$ cat config.mk
export PLATFORM = sky130hd
export DESIGN_NAME = flag_seq_unit
export DESIGN_NICKNAME = d
export VERILOG_FILES = /design/src/rtl/flag_seq_unit.sv
export SDC_FILE = /design/constraint.sdc
export NUM_CORES = 1
export LEC_CHECK = 0
export CORE_ASPECT_RATIO = 1.25
export CORE_UTILIZATION = 51
export DETAILED_ROUTE_END_ITERATION = 6
export GPL_TIMING_DRIVEN = 0
export HOLD_SLACK_MARGIN = 0.06
export PLACE_DENSITY = 0.8
export SLEW_MARGIN = 10
export SYNTH_ARGS = -nofsm -noshare
export SYNTH_HDL_FRONTEND = slang
export SYNTH_SLANG_ARGS = --single-unit
$ cat constraint.sdc
create_clock -name clk -period 4 [get_ports clk]
set_clock_uncertainty 0.05 [all_clocks]
set_input_delay 0.8 -clock clk [delete_from_list [all_inputs] [get_ports clk]]
set_output_delay 0.8 -clock clk [all_outputs]
set_load 0.02 [all_outputs]
$ cat src/rtl/flag_seq_unit.sv
// Status-flag sequencer: holds ALU carry/parity/zero flags, feeds carry and parity back
// to the ALU, and keeps a small LIFO of saved {zf, pf, cf} contexts.
module flag_seq_unit #(
   parameter int unsigned STACK_DEPTH = 4,
   parameter int unsigned CNT_W       = $clog2(STACK_DEPTH + 1)
) (
   input  logic             clk,
   input  logic             rst_n,
   input  logic             flag_we,
   input  logic             sc_o,
   input  logic             sc_en,
   input  logic             sc_clr,
   input  logic             pari,
   input  logic             pari_en,
   input  logic             pari_clr,
   input  logic [7:0]       rslt,
   input  logic             push,
   input  logic             pop,
   input  logic             err_clr,
   output logic             sc_i,
   output logic             pari_in,
   output logic             zero,
   output logic [CNT_W-1:0] stk_cnt,
   output logic             stk_full,
   output logic             stk_empty,
   output logic             stk_err
);

   localparam int unsigned IDX_W = $clog2(STACK_DEPTH);

   typedef struct packed {
      logic zf;
      logic pf;
      logic cf;
   } flags_t;

   flags_t             flags_q, flags_d;
   logic [CNT_W-1:0]   cnt_q, cnt_d;
   logic               full_q, full_d;
   logic               empty_q, empty_d;
   logic               err_q, err_d;
   logic               do_push, do_pop, err_evt;
   flags_t             stack_mem [STACK_DEPTH];

   // Next-state: a successful pop restores flags and overrides the ALU commit.
   always_comb begin
      flags_d = flags_q;
      cnt_d   = cnt_q;
      do_push = push & ~pop & ~full_q;
      do_pop  = pop & ~push & ~empty_q;
      err_evt = (push & pop) | (push & ~pop & full_q) | (pop & ~push & empty_q);

      if (do_pop) begin
         flags_d = stack_mem[IDX_W'(cnt_q - CNT_W'(1))];
         cnt_d   = cnt_q - CNT_W'(1);
      end else begin
         if (flag_we) begin
            if (sc_clr)
               flags_d.cf = 1'b0;
            else if (sc_en)
               flags_d.cf = sc_o;
            if (pari_clr)
               flags_d.pf = 1'b0;
            else if (pari_en)
               flags_d.pf = pari;
            flags_d.zf = (rslt == 8'h00);
         end
         if (do_push)
            cnt_d = cnt_q + CNT_W'(1);
      end

      full_d  = (cnt_d == CNT_W'(STACK_DEPTH));
      empty_d = (cnt_d == CNT_W'(0));
      err_d   = err_evt | (err_q & ~err_clr);
   end

   always_ff @(posedge clk or negedge rst_n) begin
      if (!rst_n) begin
         flags_q <= '0;
         cnt_q   <= '0;
         full_q  <= 1'b0;
         empty_q <= 1'b1;
         err_q   <= 1'b0;
      end else begin
         flags_q <= flags_d;
         cnt_q   <= cnt_d;
         full_q  <= full_d;
         empty_q <= empty_d;
         err_q   <= err_d;
      end
   end

   // Saved context is the pre-update flag value; entries above cnt are don't-care.
   always_ff @(posedge clk) begin
      if (do_push)
         stack_mem[IDX_W'(cnt_q)] <= flags_q;
   end

   assign sc_i      = flags_q.cf;
   assign pari_in   = flags_q.pf;
   assign zero      = flags_q.zf;
   assign stk_cnt   = cnt_q;
   assign stk_full  = full_q;
   assign stk_empty = empty_q;
   assign stk_err   = err_q;

endmodule

; After elaboration in Yosys (flattened, before gate mapping)
; Memory sizes are Yosys's and may differ from the RTL's.
; Cells that the tools add are included.
[word_totals]
regBits = 9
latchBits = 0
ram_bits = 12
rom_bits = 0
mem_count = 1
[classes]
addsub = 2
mul = 0
div = 0
magnitude_cmp = 0
eq_ne = 1
shift = 0
n_mux = 10
bitwise_logic = 16
n_reduce_logical = 7
[mem_list]
columns = name, words, width, rd, rd_clocked_by_memory_dff, write_ports, line_no
row1 = stack_mem, 4, 3, 1, 0, 1, 43  ; flags_t stack_mem [STACK_DEPTH];
[ops]
columns = op, count
row1 = $mux 3, 4
row2 = $and 1x1->1, 8
row3 = $logic_not 8->1, 1
row4 = $mux 1, 6
row5 = $reduce_bool 3->1, 2
row6 = $not 1->1, 5
row7 = $reduce_and 2->1, 2
row8 = $add 3x1->3 const B, 1
row9 = $eq 3x3->1 const B, 1
row10 = $logic_not 3->1, 1
row11 = $or 1x1->1, 3
row12 = $sub 3x1->3 const B, 1
row13 = $reduce_bool 2->1, 1

; Depth between registers and ports, before layout
; Gate-level depths: netlist (run 1).
[logic_depth]
depth_word = 6
mapped_depth = 6
depth_no_buf = 5

; Worst setup path before layout (run 1)
; No wires, ideal clock.
[synth_path]
path_kind = register to register
from = register cnt_q[0], in the netlist stk_cnt[0]
to = register empty_q, in the netlist stk_empty
setup_time_ns = 0.089
arrival_ns = 1.933
setup_slack_ns = 1.928
stages_incl_launch_ff = 7
n_path_buf = 1
path_cell_list = dfrtp_1 buf_6 inv_1 ha_1 or4b_1 o311a_1 a211oi_1
[synth_via]
elab_chain_len = 4
word_cells_on_any_way = 5
[synth_rtl]
columns = item, line_no
row1 = "start, declared", 38  ; logic [CNT_W-1:0] cnt_q, cnt_d;
row2 = "start signal, assigned", 86  ; cnt_q <= cnt_d;
row3 = $add 3x1->3, 69  ; cnt_d = cnt_q + CNT_W'(1);
row4 = $mux 3, 68  ; if (do_push)
row5 = $mux 3 (*), 53  ; if (do_pop) begin
row6 = $logic_not 3->1 (*), 73  ; empty_d = (cnt_d == CNT_W'(0));
row7 = named net empty_d, 40  ; logic empty_q, empty_d;
row8 = "end signal, assigned", 88  ; empty_q <= empty_d;
row9 = "end, declared", 40
; Mark *: on every way through the listed nets, which the timed path passes. The rest lies on a longest branch.
; A chain may end at the register's enable or synchronous reset.

; Worst setup path in the final report (run 1)
[layout_path]
from = register empty_q, in the netlist stk_empty
to = output stk_empty
[layout_lines]
columns = item, line_no
row1 = "end, declared", 25  ; output logic stk_empty,
; No word-level cell between the ends.

==> key figures, run 1 <==
Timing
  – Hold_ws: 495 ps
  – Fmax: 0.420 GHz
  – Slew @ Worst Pin: 769 ps
  – Part of the cycle the worst path needs: 0.595
  – Slew margin rel.: 0.480
  – RSZ-0062 raised after global routing: no
  – Final setup viols: 0
  – Setup TNS: 0 ps
  – Tmin final: 2380 ps
  – Max Slew Vio Count: 0
  – Final hold viol count: 0

Clock tree
  – Worst-path clk slew: 110 ps
  – Clock Tree Buf Depth: 2
  – CTS Buf Count: 3
  – H-tree levels: 1
  – Clock insertion delay at the later pin of the skew report: 310 ps
  – CTS Root Cell: clkbuf_4
  – Clock net sink count: 21
  – PostCTS Resize Cnt: 0
  – Cts hold-fix bufs: 0
  – Post-CTS Setup Inserts: 0
  – CTS tree: yes

Setup path
  – Setup Crit Path Kind: reg2out
  – CP Cell Sequence: clkdlybuf4s50_1
  – Worst path top cell family by delay: buffers and inverters
  – CP max stage delay: 610 ps
  – Slowest-stage cell, CP: clkdlybuf4s50_1
  – CP Buf/Inv Count: 1
  – Kind of end point of the critical path: primary output
  – CP Data Arrival Time: 1530 ps
  – CP Launch Type: flop
  – Crit-path max FO: 7
  – Required @ worst endpoint: 3150 ps

Global routing
  – Largest net degree at the start of global routing: 12
  – Global route overflow: 0
  – Global-route wire length before repair: 3620 um
  – Number of global-route vias before repair: 821
  – Total track usage: 0.230
  – Initial antenna violation count: 0

Power and ir drop
  – PD cells: 616 nW/um2
  – Pleak: 0.551 nW
  – Total Power: 0.000874 W
  – Peak supply drop: 0.000415 V

Finish
  – Inserted Diodes: 0
  – Final Cell Area: 1420 um2
  – Final Core Density: 0.716
  – Final net count: 139
  – Layout cells sized above 1: 0.115
  – P&R area growth vs syn: 30.5%

Worst hold path
  – Hold WC Path Type: reg2reg

Floorplan
  – Core area: 1980 um2
  – Die area: 2320 um2
  – Starting Density: 0.549
  – Die W: 43.3 um
  – Die Height: 53.6 um
  – # IOs: 29
  – Cell Rows: 18

Synth
  – Predominant post-synthesis flop cell: edfxtp_1
  – Seq/Total Area, Yosys: 0.540
  – Flops & latches, synth: 21
  – Synthesized instance count: 81
  – Syn Nets: 106
  – Cell area after synthesis: 1090 um2
  – Synth async-reset ratio: 0.429
  – Post-synth EDFFs: 12
  – Yosys warning count: 0
  – Syn Area/Cell: 13.4 um2
  – Netlist cell types: 39

Placed design
  – PortBufs: 28
  – DP Area: 1390 um2
  – RePlAce Congestion: 0.827

Route
  – Via density: 5.86
  – Routed WL: 2270 um
  – Vias: 780
  – # DRC: 0
  – TritonRoute pass-1 iters: 4
  – Final antenna-violating net count: 0
  – Avg WL per Cell: 17.1 um
  – 1st-iter DRT viols: 11

Status
  – Outcome: completed

Run
  – Max-cap violation count: 0
[state kept, by name, indices dropped and copies added, names as in the netlist]
| signal | count |
|---|---|
| stack_mem | 12 |
| stk_empty | 1 |
| pari_in | 1 |
| stk_cnt | 3 |
| stk_err | 1 |
| stk_full | 1 |
| sc_i | 1 |
| zero | 1 |
[report_power, final]
group,switching [W],internal [W],total [W]
Clock,0.0000643,0.0000391,0.000103
Sequential,0.0000586,0.000300,0.000359
Combinational,0.000200,0.000212,0.000412
Total,0.000323,0.000551,0.000874
[metal layers]
layer	wire, um	part of all wire	vias to the layer above	GRT usage
met5	0	0	-	0
met4	85	0.037	0	0.167
met3	93	0.041	8	0.0537
met2	1240	0.55	22	0.418
met1	853	0.38	370	0.229
li1	-	-	380	-
[synthesized netlist by cell type (2+ instances only)]
| cell type | instances | area, um2 |
|---|---|---|
| mux4_2 | 2 | 45.0 |
| ha_1 | 5 | 62.6 |
| o22a_1 | 2 | 17.5 |
| nand2b_1 | 3 | 18.8 |
| nand3_1 | 2 | 10.0 |
| dfrtp_1 | 8 | 200 |
| a31oi_1 | 2 | 12.5 |
| edfxtp_1 | 12 | 360 |
| a21oi_1 | 4 | 20.0 |
| o21ai_0 | 3 | 15.0 |
| nor2_1 | 3 | 11.3 |
| nor4_1 | 2 | 12.5 |
| and3_1 | 3 | 18.8 |
| inv_1 | 5 | 18.8 |
[cells in the final DEF, fill, tap and decap left out, types with 2 or more instances in the layout]
cell and count:
clkdlybuf4s50_1 28, edfxtp_1 12, dfrtp_1 8, inv_1 5, ha_1 5, a21oi_1 4, nor2_1 3, nand2b_1 3
and3_1 3, o21ai_0 3, clkbuf_4 3, clkbuf_1 2, a31oi_1 2, mux4_2 2, nand3_1 2, o22a_1 2
nor4_1 2
[final cells by class]
class / count / area, um2
plain buffers: 3 / 20.0
clock buffers: 4 / 26.3
fillers: 142 / 563
inverters: 5 / 18.8
multi-input cells: 52 / 462
flip-flops and latches: 21 / 587
well taps: 20 / 25.0
repair buffers: 28 / 280
[metrics by stage]
step	setup slack (ps)	cells
global placement	1320	129
global route	1450	133
CTS	1610	133
finish	1620	133
detailed placement	1270	129
floorplan	1930	81
[final timing paths]
check	from	to	slack, ps	depth (start not counted)
max	stk_empty	stk_empty	1620	1
min	stk_err	stk_err	500	2
max reg2reg	stk_cnt[0]	stk_empty	1820	6
min reg2reg	stk_err	stk_err	500	2
max in group asynchronous	rst_n	stk_empty	2830	1
min in group asynchronous	rst_n	pari_in	740	1
[kinds of logic (layout without fill, tap and decap cells)]
kind of cell               count (synthesis)  after routing  synth area share
muxes                                      3              3            0.0656
and+or+nand+nor                           25             25             0.166
adders and majority gates                  5              5            0.0575
DFF                                       21             21             0.540
buffers and inverters                      8             40            0.0357
AOI/OAI and AO/OA                         18             18             0.121
xor gates and xnor gates                   1              1            0.0150
(Power assumes the default switching activity.)
==> inputs of run 2 (changes only) <==
--- a/config.mk
+++ b/config.mk
@@ -6,11 +6,11 @@
 export NUM_CORES = 1
 export LEC_CHECK = 0
 export CORE_ASPECT_RATIO = 1.25
-export CORE_UTILIZATION = 51
+export CORE_UTILIZATION = 42
 export DETAILED_ROUTE_END_ITERATION = 6
 export GPL_TIMING_DRIVEN = 0
 export HOLD_SLACK_MARGIN = 0.06
-export PLACE_DENSITY = 0.8
+export PLACE_DENSITY = 0.7
 export SLEW_MARGIN = 10
 export SYNTH_ARGS = -nofsm -noshare
 export SYNTH_HDL_FRONTEND = slang
==> constraint.sdc (replaced) <==
create_clock -name clk -period 2 [get_ports clk]
set_clock_uncertainty 0.05 [all_clocks]
set_input_delay 0.4 -clock clk [delete_from_list [all_inputs] [get_ports clk]]
set_output_delay 0.4 -clock clk [all_outputs]
set_load 0.02 [all_outputs]
==> key figures, run 2 (synthesized netlist as in run 1, its figures left out) <==
Status
  – Outcome: completed (unchanged)

Placed design
  – PortBufs: 28 (unchanged)
  – RePlAce Congestion: 0.740 (was 0.827)
  – Hpwl dp: 1620 um

Global routing
  – Most used routing layer: met2 (unchanged)
  – Met1 usage: 0.204 (was 0.229)
  – GR Util met3: 0.0276 (was 0.0537)
  – Number of global-route vias before repair: 756 (was 821)
  – Largest net degree at the start of global routing: 13 (was 12)
  – Global route overflow: 0 (unchanged)
  – Initial antenna violation count: 0 (unchanged)
  – Met2 GRT Util: 0.321 (was 0.418)
  – Total track usage: 0.183 (was 0.230)
  – Global-route wire length before repair: 3440 um (was 3620 um)

Route
  – # DRC: 0 (unchanged)
  – Avg WL per Cell: 15.6 um (was 17.1 um)
  – TritonRoute pass-1 iters: 4 (unchanged)
  – Vias: 811 (was 780)
  – Final antenna-violating net count: 0 (unchanged)
  – Via density: 5.52 (was 5.86)
  – 1st-iter DRT viols: 25 (was 11)
  – Routed WL: 2300 um (was 2270 um)

Setup path
  – Origin of the critical flop-to-flop path: stk_cnt[0] (unchanged)
  – Slowest-stage cell, CP: or4b_1 (was clkdlybuf4s50_1)
  – Kind of end point of the critical path: flop (was primary output)
  – Required @ worst endpoint: 2190 ps (was 3150 ps)
  – Worst R2R Path Depth: 6 (unchanged)
  – Crit-path max FO: 8 (was 7)
  – CP Cell Sequence: buf_6, inv_2, ha_4, or4b_1, o311a_1, a211oi_2 (was clkdlybuf4s50_1)
  – CP max stage delay: 530 ps (was 610 ps)
  – CP Data Arrival Time: 2100 ps (was 1530 ps)
  – R2r endpoint: stk_empty (unchanged)
  – Setup Crit Path Kind: reg2reg (was reg2out)
  – Flop-to-flop setup slack: 90 ps (was 1820 ps)
  – CP Launch Type: flop (unchanged)

Power and ir drop
  – PD cells: 1230 nW/um2 (was 616 nW/um2)
  – Comb power frac: 0.490 (was 0.472)
  – Total Power: 0.00182 W (was 0.000874 W)
  – Switching share of power: 0.367 (was 0.369)
  – Pleak: 0.577 nW (was 0.551 nW)
  – Peak supply drop: 0.000616 V (was 0.000415 V)
  – NetSw: 0.000668 W (was 0.000323 W)
  – Reg power frac: 0.399 (was 0.410)
  – Clock share of power: 0.111 (was 0.118)
  – Power Internal: 0.00115 W (was 0.000551 W)

Floorplan
  – Cell Rows: 20 (was 18)
  – Core area: 2450 um2 (was 1980 um2)
  – Die W: 47.5 um (was 43.3 um)
  – Die Height: 58.9 um (was 53.6 um)
  – Starting Density: 0.443 (was 0.549)
  – # IOs: 29 (unchanged)
  – Die area: 2800 um2 (was 2320 um2)

Timing
  – Part of the cycle the worst path needs: 0.956
  – Final hold viol count: 0 (unchanged)
  – Final setup viols: 0 (unchanged)
  – RSZ-0062 raised after global routing: no (unchanged)
  – Max Slew Vio Count: 0 (unchanged)
  – Slew margin rel.: 0.662 (was 0.480)
  – Tmin final: 1910 ps
  – Slew @ Worst Pin: 504 ps (was 769 ps)
  – Fmax: 0.523 GHz

Clock tree
  – CTS Buf Count: 3 (unchanged)
  – CTS tree: yes (unchanged)
  – Clock net sink count: 21 (unchanged)
  – Clock Tree Buf Depth: 2 (unchanged)
  – H-tree levels: 1 (unchanged)
  – CTS Root Cell: clkbuf_4 (unchanged)
  – Clock insertion delay at the later pin of the skew report: 310 ps (about the same)
  – Worst-path clk slew: 110 ps (about the same)

Finish
  – Inserted Diodes: 0 (unchanged)
  – Max FFs per register: 12 (unchanged)
  – P&R area growth vs syn: 35.8% (was 30.5%)
  – Register area: 588 um2 (was 587 um2)
  – Most common cell after layout, fill and taps aside: clkdlybuf4s50_1 (unchanged)
  – Layout cells sized above 1: 0.175 (was 0.115)
  – Fillers: 208 (was 142)
  – Final Core Density: 0.602 (was 0.716)
  – Most frequent cells in the layout: clkdlybuf4s50_1, edfxtp_1, dfrtp_1 (unchanged)
  – Top reg by flops: stack_mem (unchanged)
  – Footprint of the multi-input gates: 490 um2 (was 462 um2)
  – Final net count: 140 (was 139)

Worst hold path
  – Hold WC Path Type: in2async (was reg2reg)

Run
  – Max-cap violation count: 0 (unchanged)
-- run 2: power groups by stage --
| stage | logic [W] | clock network [W] | registers [W] |
|---|---|---|---|
| 6_report | 0.000891 | 0.000202 | 0.000726 |
| 5_1_grt | 0.000977 | 0.000222 | 0.000743 |
| 4_1_cts | 0.000866 | 0.000207 | 0.000723 |
| 3_5_place_dp | 0.000823 | 0 | 0.000731 |
| 3_3_place_gp | 0.000809 | 0 | 0.000724 |
| 2_1_floorplan | 0.000433 | 0 | 0.000798 |
-- run 2: stage by stage --
step                instances  setup TNS, ps  setup slack, ps  area, um2  hold WS [ps]
floorplan                  81              0             4.68       1090          54.4
global placement          142          -2010             -228       1410           488
detailed placement        142          -2640             -268       1410           517
CTS                       146              0             17.7       1450           361
global route              147              0             19.7       1480           381
finish                    147              0             87.3       1480           357
-- run 2: metal layers --
metal / wire [um] / part of all wire / vias up
li1: - / - / 382
met1: 895 / 0.39 / 386
met2: 1200 / 0.52 / 38
met3: 169 / 0.074 / 5
met4: 39 / 0.017 / 0
met5: 0 / 0 / -
-- run 2: worst max path at each step --
stage / start / end / slack, ps
3_3_place_gp: pop / stk_full / -230
4_1_cts: stk_empty / stk_empty / 20
6_report: stk_cnt[0] / stk_empty / 90
5_1_grt: stk_cnt[0] / stk_full / 20
3_5_place_dp: pop / stk_empty / -270
2_1_floorplan: stk_cnt[0] / stk_empty / 5
-- run 2: cell type report --
cell class | instances | area share
inverter | 5 | 0.0127
clock inverter | 1 | 0.00339
buffer | 3 | 0.0136
timing repair buffer | 29 | 0.197
clock buffer | 3 | 0.0153
sequential | 21 | 0.398
multi-input combinational | 52 | 0.332
tap | 33 | 0.0280
-- run 2: timing repair --
action	CTS	global route
endpoints found under the setup margin	2	3
gates resized for setup	3	4
hold buffers	0	0
buffers inserted	0	1
endpoints found under the hold margin	0	0
pin swaps	0	0
-- run 2: worst max-delay path: cells and delay by family (launching register included) --
family	cells	cell delay [ps]
compound gates	2	320
simple gates	1	530
fa+ha+maj	1	240
buf+inv	2	250
flops	1	450
==> inputs of run 3 (changes only) <==
--- a/config.mk
+++ b/config.mk
@@ -6,11 +6,11 @@
 export NUM_CORES = 1
 export LEC_CHECK = 0
 export CORE_ASPECT_RATIO = 1.25
-export CORE_UTILIZATION = 42
+export CORE_UTILIZATION = 47
 export DETAILED_ROUTE_END_ITERATION = 6
 export GPL_TIMING_DRIVEN = 0
 export HOLD_SLACK_MARGIN = 0.06
-export PLACE_DENSITY = 0.7
+export PLACE_DENSITY = 0.74
 export SLEW_MARGIN = 10
 export SYNTH_ARGS = -nofsm -noshare
 export SYNTH_HDL_FRONTEND = slang
==> constraint.sdc (replaced) <==
create_clock -name clk -period 1.8 [get_ports clk]
set_clock_uncertainty 0.05 [all_clocks]
set_input_delay 0.36 -clock clk [delete_from_list [all_inputs] [get_ports clk]]
set_output_delay 0.36 -clock clk [all_outputs]
set_load 0.02 [all_outputs]
==> key figures, run 3 (synthesized netlist as in run 1, its figures left out) <==
Clock tree
  – Clock insertion delay at the later pin of the skew report: 300 ps (was 310 ps)
  – Clock net sink count: 21 (unchanged)
  – CTS Buf Count: 3 (unchanged)
  – CTS Root Cell: clkbuf_4 (unchanged)
  – H-tree levels: 1 (unchanged)
  – CTS tree: yes (unchanged)
  – Worst-path clk slew: 110 ps (about the same)
  – Clock Tree Buf Depth: 2 (unchanged)

Floorplan
  – Die Height: 55.8 um (was 58.9 um)
  – Core area: 2190 um2 (was 2450 um2)
  – Die W: 45.0 um (was 47.5 um)
  – Die area: 2510 um2 (was 2800 um2)
  – Starting Density: 0.497 (was 0.443)
  – # IOs: 29 (unchanged)
  – Cell Rows: 19 (was 20)

Global routing
  – Global-route wire length before repair: 3650 um (was 3440 um)
  – Total track usage: 0.206 (was 0.183)
  – Initial antenna violation count: 0 (unchanged)
  – Number of global-route vias before repair: 794 (was 756)
  – Largest net degree at the start of global routing: 12 (was 13)
  – Global route overflow: 0 (unchanged)

Finish
  – Final net count: 148 (was 140)
  – Inserted Diodes: 0 (unchanged)
  – P&R area growth vs syn: 42.2% (was 35.8%)
  – Max FFs per register: 12 (unchanged)
  – Most frequent cells in the layout: clkdlybuf4s50_1, edfxtp_1, buf_4 (was clkdlybuf4s50_1, edfxtp_1, dfrtp_1)
  – Most common cell after layout, fill and taps aside: clkdlybuf4s50_1 (unchanged)
  – Fillers: 164 (was 208)
  – Footprint of the multi-input gates: 497 um2 (was 490 um2)
  – Register area: 589 um2 (was 588 um2)
  – Final Cell Area: 1550 um2 (was 1480 um2)
  – Top reg by flops: stack_mem (unchanged)
  – Layout cells sized above 1: 0.246 (was 0.175)

Setup path
  – CP Capture Point: stk_empty (unchanged)
  – Worst R2R Path Depth: 6 (unchanged)
  – Required @ worst endpoint: 1980 ps (was 2190 ps)
  – Crit-path max FO: 4 (was 8)
  – Crit path launch: stk_cnt[0] (unchanged)
  – R2r endpoint: stk_empty (unchanged)
  – Setup Crit Path Kind: reg2reg (unchanged)
  – Origin of the critical flop-to-flop path: stk_cnt[0] (unchanged)
  – Flop-to-flop setup slack: 20 ps (was 90 ps)
  – CP Launch Type: flop (unchanged)
  – Kind of end point of the critical path: flop (unchanged)
  – CP Data Arrival Time: 1960 ps (was 2100 ps)

Route
  – 1st-iter DRT viols: 22 (was 25)
  – TritonRoute pass-1 iters: 4 (unchanged)
  – Via density: 5.48 (was 5.52)
  – Final antenna-violating net count: 0 (unchanged)
  – Vias: 838 (was 811)
  – # DRC: 0 (unchanged)
  – Avg WL per Cell: 16.1 um (was 15.6 um)
  – Routed WL: 2460 um (was 2300 um)

Status
  – Outcome: completed (unchanged)

Power and ir drop
  – Total Power: 0.00220 W (was 0.00182 W)
  – PD cells: 1420 nW/um2 (was 1230 nW/um2)
  – Peak supply drop: 0.00111 V (was 0.000616 V)
  – Pleak: 0.629 nW (was 0.577 nW)

Timing
  – RSZ-0062 raised after global routing: yes (was no)
  – Part of the cycle the worst path needs: 0.990 (was 0.956)
  – Hold_ws: 326 ps (was 357 ps)
  – Fmax: 0.561 GHz (was 0.523 GHz)
  – Final hold viol count: 0 (unchanged)
  – Tmin final: 1780 ps (was 1910 ps)
  – Slew margin rel.: 0.671 (was 0.662)
  – Max Slew Vio Count: 0 (unchanged)
  – Slew @ Worst Pin: 493 ps (was 504 ps)
  – Final setup viols: 0 (unchanged)
  – Final worst slack: 18.5 ps (was 87.3 ps)

Placed design
  – DP Area: 1420 um2 (was 1410 um2)
  – Hpwl dp: 1720 um (was 1620 um)
  – RePlAce Congestion: 0.699 (was 0.740)
  – PortBufs: 28 (unchanged)
  – Setup WS pre-CTS: -417 ps (was -268 ps)

Worst hold path
  – Hold WC Path Type: in2async (unchanged)

Run
  – Max-cap violation count: 0 (unchanged)
==> run 3: repair_timing <==
item                       4_1_cts  5_1_grt
buffers inserted                 3        6
setup endpoints to repair        6       12
pin swaps                        3        1
hold buffers                     0        0
gates resized for setup         11        5
==> run 3: final cells by class <==
| type | count | share of cell area |
|---|---|---|
| flip-flops and latches | 21 | 0.381 |
| multi-input cells | 52 | 0.321 |
| repair buffers | 37 | 0.222 |
| well taps | 31 | 0.0251 |
| inverters | 5 | 0.0186 |
| clock buffers | 4 | 0.0170 |
| plain buffers | 3 | 0.0154 |
==> run 3: how the worst min path moves through the flow <==
stage	end	slack (ps)	cells past startpoint
global placement	stack_mem[0][2]	480	0
CTS	zero	330	1
floorplan	pari_in	10	0
finish	zero	330	1
detailed placement	stk_empty	520	2
global route	zero	360	1
==> run 3: critical path: stages, from the launching register on <==
cell	delay (ps)
dfrtp_2	440
buf_8	130
inv_8	50
ha_4	200
or4b_1	460
o311a_1	170
a211oi_2	200
==> run 3: routing by layer <==
metal,up-vias,global-route usage,wire length (um)
met2,27,0.354,1310
met5,-,0,0
met1,403,0.253,1010
met3,4,0.0260,117
li1,404,-,-
met4,0,0.0779,27
==> run 3: metrics by stage <==
step / TNS [ps] / utilization / cells
floorplan: -28.2 / - / 81
global placement: -4750 / 0.651 / 140
detailed placement: -4640 / 0.651 / 140
CTS: 0 / 0.681 / 147
global route: -73.6 / 0.707 / 153
finish: 0 / 0.707 / 153
==> run 3: report_power, final <==
part	internal, W	switching [W]
Sequential	0.000671	0.000134
Combinational	0.000632	0.000540
Clock	0.0000864	0.000139
